## src/rtl/rf_write_arbiter_pkg.sv

```systemverilog
// Shared constants and types for the register-file write arbiter.
//   NUM_REGS / ADDR_W / DATA_W : register file geometry (register 0 reads as zero)
//   state_e                    : arbiter phase (post-reset clear, then normal run)
//   req_id_e                   : write requester identity
//   wr_req_t                   : one write request (address + data)
package rf_pkg;

  localparam int unsigned NUM_REGS = 16;
  localparam int unsigned ADDR_W   = 5;
  localparam int unsigned DATA_W   = 32;

  typedef enum logic {
    CLEAR = 1'b0,
    RUN   = 1'b1
  } state_e;

  typedef enum logic {
    REQ_WB  = 1'b0,
    REQ_DBG = 1'b1
  } req_id_e;

  typedef struct packed {
    logic [ADDR_W-1:0] addr;
    logic [DATA_W-1:0] data;
  } wr_req_t;

  // Addresses beyond the implemented registers are accepted but never written.
  function automatic logic isBadAddr(input logic [ADDR_W-1:0] addr);
    return addr >= ADDR_W'(NUM_REGS);
  endfunction

endpackage

```

## src/rtl/rf_write_arbiter_if.sv

```systemverilog
// Bus bundle between the two write requesters and the arbiter.
//   wb_*      : pipeline writeback request (valid/reg/data in, ready out)
//   dbg_*     : debug/loader request (valid/reg/data in, ready out)
//   RegWre, WriteReg, WriteData : registered register-file write port
//   init_done : clear sequence finished
//   bad_addr  : one-cycle pulse for an accepted out-of-range address
// modport slave is the arbiter side, master is the requester/register-file side.
interface rf_write_arbiter_if;
  import rf_pkg::*;

  logic              wb_valid;
  logic [ADDR_W-1:0] wb_reg;
  logic [DATA_W-1:0] wb_data;
  logic              wb_ready;

  logic              dbg_valid;
  logic [ADDR_W-1:0] dbg_reg;
  logic [DATA_W-1:0] dbg_data;
  logic              dbg_ready;

  logic              RegWre;
  logic [ADDR_W-1:0] WriteReg;
  logic [DATA_W-1:0] WriteData;
  logic              init_done;
  logic              bad_addr;

  modport slave (
    input  wb_valid, wb_reg, wb_data,
    input  dbg_valid, dbg_reg, dbg_data,
    output wb_ready, dbg_ready,
    output RegWre, WriteReg, WriteData, init_done, bad_addr
  );

  modport master (
    output wb_valid, wb_reg, wb_data,
    output dbg_valid, dbg_reg, dbg_data,
    input  wb_ready, dbg_ready,
    input  RegWre, WriteReg, WriteData, init_done, bad_addr
  );

endinterface

```

## src/rtl/rf_write_arbiter_rr_arbiter2.sv

```systemverilog
// Two-input round-robin arbiter.
//   clk, rst_n         : clock, async active-low reset
//   enable             : grants allowed this cycle
//   wbValid, dbgValid  : request lines
//   transfer           : a grant was taken this cycle; advance the priority
//   grantWb, grantDbg  : one-hot (or zero) grant, combinational
module rr_arbiter2
  import rf_pkg::*;
(
  input  logic clk,
  input  logic rst_n,
  input  logic enable,
  input  logic wbValid,
  input  logic dbgValid,
  input  logic transfer,
  output logic grantWb,
  output logic grantDbg
);

  req_id_e lastGrant;

  // On contention the requester that did not win last time goes first.
  always_comb begin
    grantWb  = 1'b0;
    grantDbg = 1'b0;
    if (enable) begin
      if (wbValid && dbgValid) begin
        grantWb  = (lastGrant == REQ_DBG);
        grantDbg = (lastGrant == REQ_WB);
      end else begin
        grantWb  = wbValid;
        grantDbg = dbgValid;
      end
    end
  end

  // Reset to debug so writeback wins the first tie.
  always_ff @(posedge clk or negedge rst_n) begin
    if (!rst_n) begin
      lastGrant <= REQ_DBG;
    end else if (transfer) begin
      lastGrant <= grantWb ? REQ_WB : REQ_DBG;
    end
  end

endmodule

```

## src/rtl/rf_write_arbiter.sv

```systemverilog
// Owner of the register file write port.
// After reset it optionally clears registers 1..NUM_REGS-1, then arbitrates
// round-robin between writeback and debug requesters with one write per cycle.
//   CLK    : clock, all state on posedge
//   Reset  : async active-low reset
//   bus    : requester handshakes and registered write port (slave modport)
// Parameter CLEAR_ON_RESET: nonzero runs the clear sequence after reset.
module rf_write_arbiter
  import rf_pkg::*;
#(
  parameter int unsigned CLEAR_ON_RESET = 1
) (
  input logic                CLK,
  input logic                Reset,
  rf_write_arbiter_if.slave  bus
);

  localparam state_e RESET_STATE = (CLEAR_ON_RESET != 0) ? CLEAR : RUN;

  state_e            state;
  state_e            stateNext;
  logic [ADDR_W-1:0] clrCnt;
  logic [ADDR_W-1:0] clrCntNext;

  logic              regWreQ;
  logic              regWreNext;
  logic [ADDR_W-1:0] writeRegQ;
  logic [ADDR_W-1:0] writeRegNext;
  logic [DATA_W-1:0] writeDataQ;
  logic [DATA_W-1:0] writeDataNext;
  logic              initDoneQ;
  logic              initDoneNext;
  logic              badAddrQ;
  logic              badAddrNext;

  logic              grantEn;
  logic              grantWb;
  logic              grantDbg;
  logic              transfer;
  wr_req_t           selReq;

  // Readies are forced low while Reset is held, even when resetting into RUN.
  assign grantEn  = (state == RUN) && Reset;
  assign transfer = grantWb || grantDbg;

  rr_arbiter2 u_arb (
    .clk      (CLK),
    .rst_n    (Reset),
    .enable   (grantEn),
    .wbValid  (bus.wb_valid),
    .dbgValid (bus.dbg_valid),
    .transfer (transfer),
    .grantWb  (grantWb),
    .grantDbg (grantDbg)
  );

  // Request selected by the current grant.
  always_comb begin
    selReq = grantWb ? wr_req_t'({bus.wb_reg, bus.wb_data})
                     : wr_req_t'({bus.dbg_reg, bus.dbg_data});
  end

  // State register and write-port registers.
  always_ff @(posedge CLK or negedge Reset) begin
    if (!Reset) begin
      state      <= RESET_STATE;
      clrCnt     <= ADDR_W'(1);
      regWreQ    <= 1'b0;
      writeRegQ  <= '0;
      writeDataQ <= '0;
      initDoneQ  <= 1'b0;
      badAddrQ   <= 1'b0;
    end else begin
      state      <= stateNext;
      clrCnt     <= clrCntNext;
      regWreQ    <= regWreNext;
      writeRegQ  <= writeRegNext;
      writeDataQ <= writeDataNext;
      initDoneQ  <= initDoneNext;
      badAddrQ   <= badAddrNext;
    end
  end

  // Next state and next write-port values.
  always_comb begin
    stateNext     = state;
    clrCntNext    = clrCnt;
    regWreNext    = 1'b0;
    writeRegNext  = writeRegQ;
    writeDataNext = writeDataQ;
    initDoneNext  = initDoneQ;
    badAddrNext   = 1'b0;

    unique case (state)
      CLEAR: begin
        regWreNext    = 1'b1;
        writeRegNext  = clrCnt;
        writeDataNext = '0;
        clrCntNext    = clrCnt + ADDR_W'(1);
        if (clrCnt == ADDR_W'(NUM_REGS - 1)) begin
          stateNext = RUN;
        end
      end
      RUN: begin
        initDoneNext = 1'b1;
        if (transfer) begin
          writeRegNext  = selReq.addr;
          writeDataNext = selReq.data;
          // Register 0 and out-of-range addresses are consumed without a write.
          if (isBadAddr(selReq.addr)) begin
            badAddrNext = 1'b1;
          end else if (selReq.addr != '0) begin
            regWreNext = 1'b1;
          end
        end
      end
      default: begin
      end
    endcase
  end

  assign bus.wb_ready  = grantWb;
  assign bus.dbg_ready = grantDbg;
  assign bus.RegWre    = regWreQ;
  assign bus.WriteReg  = writeRegQ;
  assign bus.WriteData = writeDataQ;
  assign bus.init_done = initDoneQ;
  assign bus.bad_addr  = badAddrQ;

endmodule

```

## src/flat_wrapper.sv

```systemverilog
// flat-port wrapper written by rule: the top's interface ports become plain ports
module rf_write_arbiter_flat import rf_pkg::*;
#(
  parameter int unsigned CLEAR_ON_RESET = 1
)
  (CLK, Reset, bus_wb_valid, bus_wb_reg, bus_wb_data, bus_dbg_valid, bus_dbg_reg, bus_dbg_data, bus_wb_ready, bus_dbg_ready, bus_RegWre, bus_WriteReg, bus_WriteData, bus_init_done, bus_bad_addr);
  rf_write_arbiter_if bus_i ();
  input logic CLK;
  input logic Reset;
  input wire logic [$bits(bus_i.wb_valid)-1:0] bus_wb_valid;
  input wire logic [$bits(bus_i.wb_reg)-1:0] bus_wb_reg;
  input wire logic [$bits(bus_i.wb_data)-1:0] bus_wb_data;
  input wire logic [$bits(bus_i.dbg_valid)-1:0] bus_dbg_valid;
  input wire logic [$bits(bus_i.dbg_reg)-1:0] bus_dbg_reg;
  input wire logic [$bits(bus_i.dbg_data)-1:0] bus_dbg_data;
  output wire logic [$bits(bus_i.wb_ready)-1:0] bus_wb_ready;
  output wire logic [$bits(bus_i.dbg_ready)-1:0] bus_dbg_ready;
  output wire logic [$bits(bus_i.RegWre)-1:0] bus_RegWre;
  output wire logic [$bits(bus_i.WriteReg)-1:0] bus_WriteReg;
  output wire logic [$bits(bus_i.WriteData)-1:0] bus_WriteData;
  output wire logic [$bits(bus_i.init_done)-1:0] bus_init_done;
  output wire logic [$bits(bus_i.bad_addr)-1:0] bus_bad_addr;
  assign bus_i.wb_valid = bus_wb_valid;
  assign bus_i.wb_reg = bus_wb_reg;
  assign bus_i.wb_data = bus_wb_data;
  assign bus_i.dbg_valid = bus_dbg_valid;
  assign bus_i.dbg_reg = bus_dbg_reg;
  assign bus_i.dbg_data = bus_dbg_data;
  assign bus_wb_ready = bus_i.wb_ready;
  assign bus_dbg_ready = bus_i.dbg_ready;
  assign bus_RegWre = bus_i.RegWre;
  assign bus_WriteReg = bus_i.WriteReg;
  assign bus_WriteData = bus_i.WriteData;
  assign bus_init_done = bus_i.init_done;
  assign bus_bad_addr = bus_i.bad_addr;
  rf_write_arbiter #(.CLEAR_ON_RESET(CLEAR_ON_RESET)) u_core (.CLK(CLK), .Reset(Reset), .bus(bus_i));
endmodule
```

## config.mk

```make
export PLATFORM = sky130hd
export DESIGN_NAME = rf_write_arbiter_flat
export DESIGN_NICKNAME = d
export VERILOG_FILES = /design/src/rtl/rf_write_arbiter_pkg.sv /design/src/rtl/rf_write_arbiter_if.sv /design/src/rtl/rf_write_arbiter_rr_arbiter2.sv /design/src/rtl/rf_write_arbiter.sv /design/src/flat_wrapper.sv
export SDC_FILE = /design/constraint.sdc
export NUM_CORES = 1
export LEC_CHECK = 0
export BUFFER_PORTS_ARGS = -buffer_cell sky130_fd_sc_hd__buf_2
export CORE_ASPECT_RATIO = 0.8
export CORE_MARGIN = 2
export CORE_UTILIZATION = 40
export CTS_CLUSTER_DIAMETER = 200
export DETAILED_ROUTE_END_ITERATION = 8
export GPL_ROUTABILITY_DRIVEN = 0
export PLACE_DENSITY = 0.81
export SETUP_SLACK_MARGIN = 0.5
export SYNTH_ARGS = -nofsm -noshare
export SYNTH_HDL_FRONTEND = slang
export SYNTH_SLANG_ARGS = --single-unit
export TNS_END_PERCENT = 5
```

## constraint.sdc

```tcl
create_clock -name CLK -period 2.3 [get_ports CLK]
set_input_delay 0.46 -clock CLK [delete_from_list [all_inputs] [get_ports CLK]]
set_output_delay 0.46 -clock CLK [all_outputs]
set_load 0.03 [all_outputs]
```

; ---- Yosys cells after proc, flatten, opt, wreduce, memory -nomap -nowiden
; Index checks and enable logic that the tools add are counted.
[totals]
register_bits = 47
input_bits = 78
output_inout_bits = 42
word_cells = 37
[op_classes]
n_addsub = 1
n_lt_le_gt_ge = 1
n_eq_ne = 2
mux = 19
bitwise = 2
reduce_logical = 4
[op_table]
columns = cell, n
row1 = $pmux 32 s2, 1
row2 = $mux 37, 1
row3 = $mux 32, 1
row4 = $mux 1, 13
row5 = $pmux 5 s2, 1
row6 = $add 5x1->5 const B, 1
row7 = $eq 5x4->1 const B, 1
row8 = $ge 5x5->1 const B, 1
row9 = $mux 5, 1
row10 = $reduce_bool 5->1, 1
row11 = $logic_and 1x1->1, 2
row12 = $ne 2x2->1 const B, 1
row13 = $not 1->1, 2
row14 = $pmux 1 s2, 1
row15 = $logic_or 1x1->1, 1

; ---- Depth between registers and ports, before layout
[logic_depth]
word_depth = 9
ltp_mapped = 7
mapped_depth_nobuf = 4

; ---- By module
; A second synthesis with hierarchy kept.
[unflattened]
hier_cells = 218
hier_area_um2 = 2402.3
[by_module_without_submodules]
columns = module, n_inst, cells_each, area_per_inst_um2, seq_area_each_um2
row1 = rf_write_arbiter, 1, 211, 2334.7, 1152.4
row2 = rr_arbiter2, 1, 7, 67.6, 26.3

; ---- Worst setup path after synthesis
; OpenSTA, ideal clock, no wires.
[synth_path]
path_type = flip-flop to output port
start = register u_core.state
end = output bus_dbg_ready
arrival_time_ps = 1314
required_time_ps = 1840
slack_ps = 526
stages_incl_launch_ff = 5
n_path_buf = 2
cell_sequence = dfrtp_1 -> buf_4 -> clkbuf_1 -> nand3_1 -> a21oi_1
[synth_via]
elab_chain_len = 2
[synth_rtl]
columns = element, line
row1 = "start, declared", rf_write_arbiter.sv:20  ; state_e state;
row2 = "start signal, assigned", rf_write_arbiter.sv:74  ; state <= stateNext;
row3 = $logic_and 1x1->1, rf_write_arbiter.sv:43  ; assign grantEn = (state == RUN) && Reset;
row4 = $mux 1, rf_write_arbiter_rr_arbiter2.sv:26  ; if (enable) begin
row5 = "end, declared", flat_wrapper.sv:17  ; output wire logic [$bits(bus_i.dbg_ready)-1:0] bus_dbg_ready;
; Every way passes these cells.

; ---- Final worst setup path
[layout_path]
start = register u_core.u_arb.lastGrant
end = output bus_wb_ready
[layout_via]
elab_chain_len = 2
[layout_rtl]
columns = element, line
row1 = "start, declared", rf_write_arbiter_rr_arbiter2.sv:20  ; req_id_e lastGrant;
row2 = "start signal, assigned", rf_write_arbiter_rr_arbiter2.sv:42  ; lastGrant <= grantWb ? REQ_WB : REQ_DBG;
row3 = $mux 1, rf_write_arbiter_rr_arbiter2.sv:27  ; if (wbValid && dbgValid) begin
row4 = $mux 1, rf_write_arbiter_rr_arbiter2.sv:26
row5 = "end, declared", flat_wrapper.sv:16  ; output wire logic [$bits(bus_i.wb_ready)-1:0] bus_wb_ready;
; Every way passes these cells.

==> load_flow_metrics.sql <==
INSERT INTO impl_metrics (metric_group, metric, value, unit) VALUES
('outcome', 'run_status', 'finished clean', ''),
('synthesis', 'async_flop_share', '100', '%'),
('drt', 'drc', '0', ''),
('synthesis', 'post_synth_instance_area', '0.00225', 'sq mm'),
('setup_path', 'critical_path_start_end_classification', 'flip-flop to output pin', ''),
('setup_path', 'worst-path-buf-inv', '2', ''),
('place', 'post-dp-hpwl', '3990', 'um'),
('clock_tree', 'clk_path_buf_depth', '2', ''),
('setup_path', 'critical-path-slowest-cell', 'sky130_fd_sc_hd__dfstp_2', ''),
('synthesis', 'synth_adder_area_share', '1.11', '%'),
('timing', 'maxClockFrequency', '566', 'MHz'),
('synthesis', 'number_of_synthesized_flops_with_an_enable_pin', '0', ''),
('synthesis', 'ys_dominant_reg_cell', 'sky130_fd_sc_hd__dfrtp_1', ''),
('synthesis', 'ys_seq_elements', '47', ''),
('synthesis', 'synth.net_count', '289', ''),
('power_and_ir_drop', 'cellPowerDensity', '687', 'mW/mm^2'),
('drt', 'vias', '1985', ''),
('clock_tree', 'tritoncts_clock_tree', 'done', ''),
('floorplan', 'die_y', '71.1', 'um'),
('clock_tree', 'insertion_delay', '290', 'ps'),
('run', 'maxCapViolCount', '0', ''),
('setup_path', 'worst-endpoint-required', '1840', 'ps'),
('global_route', 'grt_overflow_total', '0', ''),
('timing', 'drv_slew', '0', ''),
('timing', 'endpoints_failing_hold', '0', ''),
('drt', 'post_drt_wl_per_cell', '13.0', 'um'),
('setup_path', 'path_max_fanout', '3', ''),
('drt', 'initialDrtViolationCount', '55', ''),
('timing', 'setup-violations-final', '0', ''),
('drt', 'detailedRoute.firstPassIterationCount', '4', ''),
('timing', 'slew_headroom', '56.6', '%'),
('synthesis', 'yosysSeqAreaShare', '52.4', '%'),
('synthesis', 'postSynthCellCount', '209', ''),
('synthesis', 'synth_top_family_by_area', 'multiplexers', ''),
('finish', 'finalNetCount', '405', ''),
('synthesis', 'synth-simple-area-share', '11.7', '%'),
('finish', 'area_growth_syn_to_layout', '35.1', '%'),
('clock_tree', 'cts.sinks', '47', ''),
('timing', 'final_critical_path_setup_slack', '533', 'ps'),
('timing', 'setup-tns-final', '0', 'ps'),
('finish', 'antenna_cells', '0', ''),
('global_route', 'grt.total_usage', '17.9', '%'),
('synthesis', 'synth.area.top_cells', 'sky130_fd_sc_hd__dfrtp_1 50%, sky130_fd_sc_hd__mux2i_1 17%, sky130_fd_sc_hd__nand3_1 8.7%', ''),
('global_route', 'number_of_antenna_violations_at_the_first_check_in_global_routing', '0', ''),
('global_route', 'grt_pass1_wl', '8870', 'um'),
('finish', 'finish.instance_area', '0.00304', 'sq mm'),
('setup_path', 'arrival_time_reported_for_the_critical_path_endpoint', '1310', 'ps'),
('global_route', 'grt_max_degree', '72', ''),
('power_and_ir_drop', 'peak_vdd_ir', '0.360', 'mV'),
('timing', 'finalWorstPathRequiredPeriod', '1770', 'ps'),
('setup_path', 'critical-path-top-delay-family', 'flip-flops', ''),
('synthesis', 'synth-compound-area-share', '11.0', '%'),
('synthesis', 'yosys-mux-area-fraction', '17.4', '%'),
('synthesis', 'synthDistinctLibCells', '27', ''),
('place', 'placed_cells', '395', ''),
('timing', 'finalCritPeriodShare', '76.8', '%'),
('clock_tree', 'cts.repair_timing.setup_buffer_count', '0', ''),
('synthesis', 'netlist.area_leader.share', '50.1', '%'),
('setup_path', 'cell_by_cell_listing_of_the_critical_path', 'inv_1 > a21oi_4 > buf_2', ''),
('synthesis', 'post_synth_most_frequent_cells', '45 x sky130_fd_sc_hd__dfrtp_1, 39 x sky130_fd_sc_hd__nand3_1, 38 x sky130_fd_sc_hd__mux2i_1', ''),
('power_and_ir_drop', 'total_leakage_power', '1.50', 'nW'),
('clock_tree', 'cts_root_buf', 'sky130_fd_sc_hd__clkbuf_8', ''),
('finish', 'filler_cell_count', '523', ''),
('synthesis', 'synthXorXnorAreaFrac', '1.17', '%'),
('drt', 'route.detailed.vias_per_inst', '4.91', ''),
('global_route', 'first_global_vias', '2009', ''),
('place', 'placement.setup.worst_slack', '256', 'ps'),
('floorplan', 'die_area', '0.00624', 'sq mm'),
('finish', 'fraction_of_layout_instances_using_a_drive_strength_above_1', '42.3', '%'),
('drt', 'antenna_violating_nets_post_route', '0', ''),
('drt', 'route.final.wire_length', '5260', 'um');
-- path summary, 6_finish.rpt --
kind                                                     from  slack (ps)                                    to  depth (start not counted)
min reg2reg                  u_core.bus.init_done$_DFFE_PN0P_         490      u_core.bus.init_done$_DFFE_PN0P_                          1
max                        u_core.u_arb.lastGrant$_DFFE_PN1P_         530                          bus_wb_ready                          3
max in group asynchronous                               Reset        1660                u_core.state$_DFF_PN0_                          2
max reg2reg                u_core.u_arb.lastGrant$_DFFE_PN1P_         620    u_core.bus.WriteReg[4]$_DFFE_PN0P_                          5
min                                                     Reset         240      u_core.bus.init_done$_DFFE_PN0P_                          2
min in group CLK                             bus_dbg_data[27]         440  u_core.bus.WriteData[27]$_DFFE_PN0P_                          3
-- cell usage in the layout (no fill, tap or decap), types with 3 or more instances in the layout --
master	netlist	routed
sky130_fd_sc_hd__buf_2	3	118
sky130_fd_sc_hd__buf_4	3	4
sky130_fd_sc_hd__clkbuf_8	0	7
sky130_fd_sc_hd__dfrtp_1	45	45
sky130_fd_sc_hd__inv_1	5	5
sky130_fd_sc_hd__mux2i_1	38	38
sky130_fd_sc_hd__nand3_1	39	39
sky130_fd_sc_hd__nor2_1	3	3
sky130_fd_sc_hd__o21ai_0	7	7
sky130_fd_sc_hd__o21ai_1	29	29
sky130_fd_sc_hd__o221ai_1	4	4
sky130_fd_sc_hd__xnor2_1	3	3
-- where the power goes --
| part | leakage [nW] | internal (W) | switching, W |
|---|---|---|---|
| combinational | 0.877 | 0.000209 | 0.000373 |
| clock | 0.0515 | 0.000275 | 0.000257 |
| sequential | 0.569 | 0.000922 | 0.0000514 |
-- metal layers --
metal / vias to the layer above / part of all wire, % / track usage, %
li1: 982 / - / -
met1: 930 / 43 / 22.1
met2: 67 / 50 / 31.4
met3: 6 / 5.1 / 3.85
met4: 0 / 1.1 / 5.13
met5: - / 0 / 0
-- timing repair --
action / in CTS / in global routing
gates resized for setup: 2 / 3
hold buffers: 1 / 0
setup endpoints to repair: 1 / 7
endpoints found under the hold margin: 1 / 0
-- registers in the layout, indices dropped and copies added, names as in the netlist --
name / cells
u_core.bus.bad_addr: 1
u_core.bus.init_done: 1
u_core.clrCnt: 5
u_core.bus.RegWre: 1
u_core.bus.WriteReg: 5
u_core.bus.WriteData: 32
u_core.u_arb.lastGrant: 1
u_core.state: 1
-- logic make-up (layout without fill, tap and decap cells) --
kind of cell / after synthesis / in the layout
buffers and inverters: 22 / 139
and+or+nand+nor: 51 / 51
AOI/OAI and AO/OA: 45 / 45
adders and majority gates: 2 / 2
DFF: 47 / 47
muxes: 39 / 39
xor gates and xnor gates: 3 / 3
-- layout make-up --
cell class              count  area, sq um  share of cell area (%)
clock buffers               8          100                    3.29
well taps                  78         97.6                    3.21
inverters                   5         18.8                   0.618
repair buffers            126          682                    22.4
multi-input cells         140          961                    31.6
flip-flops and latches     47         1180                    38.8
-- stage by stage --
stage / power (W) / hold WS [ps] / utilization (%)
2_1_floorplan: 0.00135 / 164 / -
3_3_place_gp: 0.00156 / 262 / 53.5
3_5_place_dp: 0.00158 / 264 / 53.5
4_1_cts: 0.00212 / 329 / 55.7
5_1_grt: 0.00220 / 281 / 55.9
6_report: 0.00209 / 237 / 55.9
Power figures use the tool's default switching activity.
